### config.mk
export PLATFORM = sky130hd
export DESIGN_NAME = estacao_reserva_ula
export DESIGN_NICKNAME = d
export VERILOG_FILES = /design/src/rtl/estacao_reserva_ula.sv
export SDC_FILE = /design/constraint.sdc
export NUM_CORES = 1
export LEC_CHECK = 0
export CORE_MARGIN = 2
export CORE_UTILIZATION = 57
export DETAILED_ROUTE_END_ITERATION = 7
export PLACE_DENSITY = 0.8
export SETUP_SLACK_MARGIN = 0.2
export SYNTH_ARGS = -nofsm -noshare
export SYNTH_HDL_FRONTEND = slang
export SYNTH_SLANG_ARGS = --single-unit
export TNS_END_PERCENT = 1
### constraint.sdc
create_clock -name clk -period 4.66 [get_ports clk]
set_input_delay 0.466 -clock clk [delete_from_list [all_inputs] [get_ports clk]]
set_output_delay 0.466 -clock clk [all_outputs]
set_load 0.02 [all_outputs]
### src/rtl/estacao_reserva_ula.sv
// estacao_reserva_ula: ALU reservation station with CDB snooping and a registered dispatch port.
// Entries wait on producer tags; the lowest-index operand-complete entry feeds the ALU.
module estacao_reserva_ula #(
    parameter int NUM_ENTRADAS = 4,
    parameter int LARGURA_TAG  = 3,
    parameter int LARGURA_DADO = 16
) (
    input  logic                    clk,
    input  logic                    reset_n,
    input  logic                    emite_valido,
    output logic                    emite_pronto,
    input  logic [3:0]              emite_codop,
    input  logic [LARGURA_DADO-1:0] emite_vj,
    input  logic [LARGURA_TAG-1:0]  emite_qj,
    input  logic [LARGURA_DADO-1:0] emite_vk,
    input  logic [LARGURA_TAG-1:0]  emite_qk,
    input  logic [LARGURA_TAG-1:0]  emite_tag,
    input  logic                    cdb_valido,
    input  logic [LARGURA_TAG-1:0]  cdb_tag,
    input  logic [LARGURA_DADO-1:0] cdb_dado,
    output logic                    ula_valido,
    input  logic                    ula_pronto,
    output logic [3:0]              ula_codop,
    output logic [LARGURA_DADO-1:0] ula_operando1,
    output logic [LARGURA_DADO-1:0] ula_operando2,
    output logic [LARGURA_TAG-1:0]  ula_tag,
    output logic [3:0]              ocupadas
);
    localparam int IW = $clog2(NUM_ENTRADAS);

    logic [NUM_ENTRADAS-1:0] busy;
    logic [3:0]              codop [NUM_ENTRADAS];
    logic [LARGURA_DADO-1:0] vj    [NUM_ENTRADAS];
    logic [LARGURA_DADO-1:0] vk    [NUM_ENTRADAS];
    logic [LARGURA_TAG-1:0]  qj    [NUM_ENTRADAS];
    logic [LARGURA_TAG-1:0]  qk    [NUM_ENTRADAS];
    logic [LARGURA_TAG-1:0]  tag   [NUM_ENTRADAS];

    logic          free_any, rdy_any, cdb_hit, emite, carrega, despacha;
    logic [IW-1:0] free_idx, rdy_idx;

    // Descending scan so the lowest index wins both selections.
    always_comb begin
        free_any = 1'b0;
        free_idx = '0;
        rdy_any  = 1'b0;
        rdy_idx  = '0;
        for (int i = NUM_ENTRADAS - 1; i >= 0; i--) begin
            if (!busy[i]) begin
                free_any = 1'b1;
                free_idx = IW'(i);
            end
            if (busy[i] && qj[i] == '0 && qk[i] == '0) begin
                rdy_any = 1'b1;
                rdy_idx = IW'(i);
            end
        end
    end

    assign emite_pronto = free_any;
    assign cdb_hit      = cdb_valido && cdb_tag != '0;
    assign emite        = emite_valido && free_any;
    assign carrega      = !ula_valido || ula_pronto;
    assign despacha     = carrega && rdy_any;

    always_ff @(posedge clk) begin
        if (!reset_n) begin
            busy          <= '0;
            ula_valido    <= 1'b0;
            ula_codop     <= '0;
            ula_operando1 <= '0;
            ula_operando2 <= '0;
            ula_tag       <= '0;
            ocupadas      <= '0;
        end else begin
            for (int i = 0; i < NUM_ENTRADAS; i++) begin
                if (busy[i] && cdb_hit && qj[i] == cdb_tag) begin
                    vj[i] <= cdb_dado;
                    qj[i] <= '0;
                end
                if (busy[i] && cdb_hit && qk[i] == cdb_tag) begin
                    vk[i] <= cdb_dado;
                    qk[i] <= '0;
                end
            end
            if (emite) begin
                busy[free_idx]  <= 1'b1;
                codop[free_idx] <= emite_codop;
                tag[free_idx]   <= emite_tag;
                vj[free_idx]    <= (cdb_hit && emite_qj == cdb_tag) ? cdb_dado : emite_vj;
                qj[free_idx]    <= (cdb_hit && emite_qj == cdb_tag) ? '0 : emite_qj;
                vk[free_idx]    <= (cdb_hit && emite_qk == cdb_tag) ? cdb_dado : emite_vk;
                qk[free_idx]    <= (cdb_hit && emite_qk == cdb_tag) ? '0 : emite_qk;
            end
            if (carrega) ula_valido <= rdy_any;
            if (despacha) begin
                busy[rdy_idx] <= 1'b0;
                ula_codop     <= codop[rdy_idx];
                ula_operando1 <= vj[rdy_idx];
                ula_operando2 <= vk[rdy_idx];
                ula_tag       <= tag[rdy_idx];
            end
            ocupadas <= ocupadas + 4'(emite) - 4'(despacha);
        end
    end
endmodule

==> results by group <==
STA
  – Setup violations, final: 0
  – Slew @ Worst Pin: 1010 ps
  – Final Critical Period: 3100 ps
  – Clock skew: 12.7 ps
  – FMAX: 0.322 GHz
  – RSZ-0062 raised after global routing: no
  – Slew headroom: 0.326
  – Tcrit/Tclk final: 0.666
  – Max Slew Vio Count: 0
  – Fin. Hold Viols: 0
  – Hold Worst Slack: 502 ps
  – Final WS setup: 1560 ps
  – Post-Route Setup TNS: 0 ps

Cells and area
  – Multi-input gate area: 4180 µm²
  – Antenna fix cells: 0
  – Fillers: 1262
  – Layout cell share with drive strength beyond 1: 0.218
  – Sequential cell area: 6370 µm²
  – Post-layout nets: 1020
  – Design area: 13000 µm²
  – Area Overhead vs Synth: 19.6%

Clock network
  – Clock sink total: 228
  – Worst skew pair latency: 520 ps
  – Htree depth: 1
  – Clock transition at path regs: 60 ps
  – Root buf cell: clkbuf_16
  – Max clock buf depth: 3
  – TritonCTS clock tree: done
  – Num CTS Buffers: 24
  – CTS resizes: 0
  – Postcts setup bufs: 0
  – Count of hold-fix buffers inserted at cts: 0

Detailed routing
  – Wire length per cell: 23.1 µm
  – DRC viols: 0
  – Number of detailed-route iterations in the first pass: 5
  – Initial DRC count: 783
  – Detail Route Antenna Nets: 0
  – Via-to-Cell Ratio: 6.16
  – DR vias: 7376
  – Final wirelength: 27600 µm

Min path
  – HP Class: flip-flop to flip-flop
  – Worst hold path cell count: 2
  – Hold Path Origin: vk[0][5]
  – Worst Hold End: ula_operando2[5]

Die
  – Initial core utilization: 0.579
  – Rows: 50
  – Die Area: 20100 µm²
  – DIE HEIGHT: 142 µm
  – Die width: 142 µm
  – Core box area: 18700 µm²
  – Top Ports: 114

Power and ir drop
  – Power Dens Cells: 359 nW/µm²
  – Pleak: 0.00473 µW
  – Peak VDD IR: 0.323 mV

Critical path
  – R2r setup slk: 1610 ps
  – CP max FO: 16
  – Worst r2r src: busy[0]
  – CP Class: input pin to flip-flop
  – Max incr delay on CP: 780 ps
  – Required time of the worst setup path: 4920 ps
  – Worst R2R Path Depth: 9
  – CP startpoint kind: input pin
  – Crit path max-delay family: simple AND/OR/NAND/NOR gates
  – Crit. End Element: flip-flop
  – Critical Path, Cell by Cell: clkdlybuf4s50_1 -> or3b_1 -> a211oi_2 -> o211ai_2 -> nand2_1 -> mux2_2
  – Buf/Inv on CP: 1
  – R2R Path End: ocupadas[2]
  – Slowest CP cell: clkdlybuf4s50_1
  – WP data arrival: 3370 ps

Place
  – Input/output buffers: 113
  – HPWL after DPL: 16700 µm
  – Pre-CTS WS: 1090 ps
  – Placed instance area: 12200 µm²
  – Gpl congestion: 0.853

Yosys
  – Syn avg cell area: 12.8 µm²
  – Post-synth top area share: 0.499
  – Post-synthesis cell type count: 51
  – Ys async rst share: 0
  – Post-synth top flop: edfxtp_1
  – Post-synthesis cell count: 843
  – Sequential-to-total area share from yosys stat: 0.588
  – Post-synth top cells: edfxtp_1 (180), nor2_1 (87), a21oi_1 (77)
  – Synthesized cell area: 10800 µm²
  – Post-synth EDFFs: 180
  – #FFs+latches synth: 228
  – Largest cells by area after synthesis: edfxtp_1 (50%), dfxtp_1 (8.9%), mux2_4 (8.3%)
  – Syn_nets: 917
  – Ys Warns: 0
  – Count leader, synth: edfxtp_1
  – Biggest area consumer among synthesized cells: edfxtp_1

Global routing
  – Largest net degree at the start of global routing: 53
  – Initial antenna violation count: 0
  – Global route overflow: 0
  – GRT Util Overall: 0.280
  – Vias in the first global route: 7561
  – First-pass GRT wire length: 42600 µm

Run status
  – Run status: finished clean

Job
  – Max Cap Viol: 0
==> stage by stage <==
| step | utilization | std cells | total power [µW] |
|---|---|---|---|
| 4_1_cts | 0.693 | 1198 | 4660 |
| 5_1_grt | 0.693 | 1198 | 4760 |
| 3_3_place_gp | 0.650 | 1154 | 2720 |
| 6_report | 0.693 | 1198 | 4650 |
| 2_1_floorplan | - | 843 | 2550 |
| 3_5_place_dp | 0.650 | 1154 | 2730 |
==> worst max path at each step <==
stage                     startpoint        end  slack (ps)  cells after the start
after floorplan           cdb_tag[2]   qj[2][0]         990                      5
after global placement    cdb_tag[1]  vk[2][11]        1120                      6
after detailed placement  cdb_tag[1]  vk[2][11]        1090                      6
after CTS                 cdb_tag[2]  vk[2][12]        1600                      6
after global routing      cdb_tag[2]  vk[2][11]        1430                      6
final                     cdb_tag[2]  vk[2][12]        1560                      6
==> worst min-delay path: cells and delay by family, from the launching register on <==
family / cells / cell delay [ps]
AO/OA/AOI/OAI: 1 / 100
flip-flops: 1 / 320
AND/OR/NAND/NOR: 1 / 40
==> cells by family after synthesis <==
kind of cell               count (synthesis)  synth area share
and+or+nand+nor                          210            0.0872
xor gates and xnor gates                  31            0.0251
DFF                                      228             0.588
muxes                                    128             0.154
adders and majority gates                  5           0.00647
AOI/OAI and AO/OA                        176             0.105
buffers and inverters                     65            0.0344
==> layout make-up <==
type | count | area share
sequential | 228 | 0.491
multi-input combinational | 550 | 0.322
timing repair buffer | 134 | 0.0991
clock buffer | 33 | 0.0521
tap | 234 | 0.0226
clock inverter | 11 | 0.0102
inverter | 8 | 0.00232
==> power by group <==
| group | total, µW | internal (µW) | switching (µW) |
|---|---|---|---|
| clock | 1950 | 1180 | 775 |
| combinational | 424 | 214 | 211 |
| sequential | 2270 | 2250 | 23.5 |
| total | 4650 | 3640 | 1010 |
==> registers in the layout, summed over array words and instances (netlist names) <==
register / flops
vj: 64
vk: 64
codop: 16
ula_operando1: 16
ula_operando2: 16
qj: 12
qk: 12
tag: 12
busy: 4
ocupadas: 4
ula_codop: 4
ula_tag: 3
ula_valido: 1
==> cell usage in the layout, fill, tap and decap left out, drive strengths merged, types with 14 or more instances in the layout <==
cell type      netlist  routed
nand2               66      66
buf                 33      22
a21oi               77      77
clkbuf              24      33
xor2                25      25
o21ai               35      35
edfxtp             180     180
nor2                89      89
clkdlybuf4s50        0     112
nand3               14      14
dfxtp               48      48
o31a                38      38
mux2               128     128
==> routing by layer <==
| metal | global-route usage | share of wire |
|---|---|---|
| met1 | 0.381 | 0.41 |
| met5 | 0 | 0 |
| met3 | 0.0503 | 0.086 |
| met4 | 0.0989 | 0.034 |
| met2 | 0.455 | 0.47 |
Power figures use the tool's default switching activity.
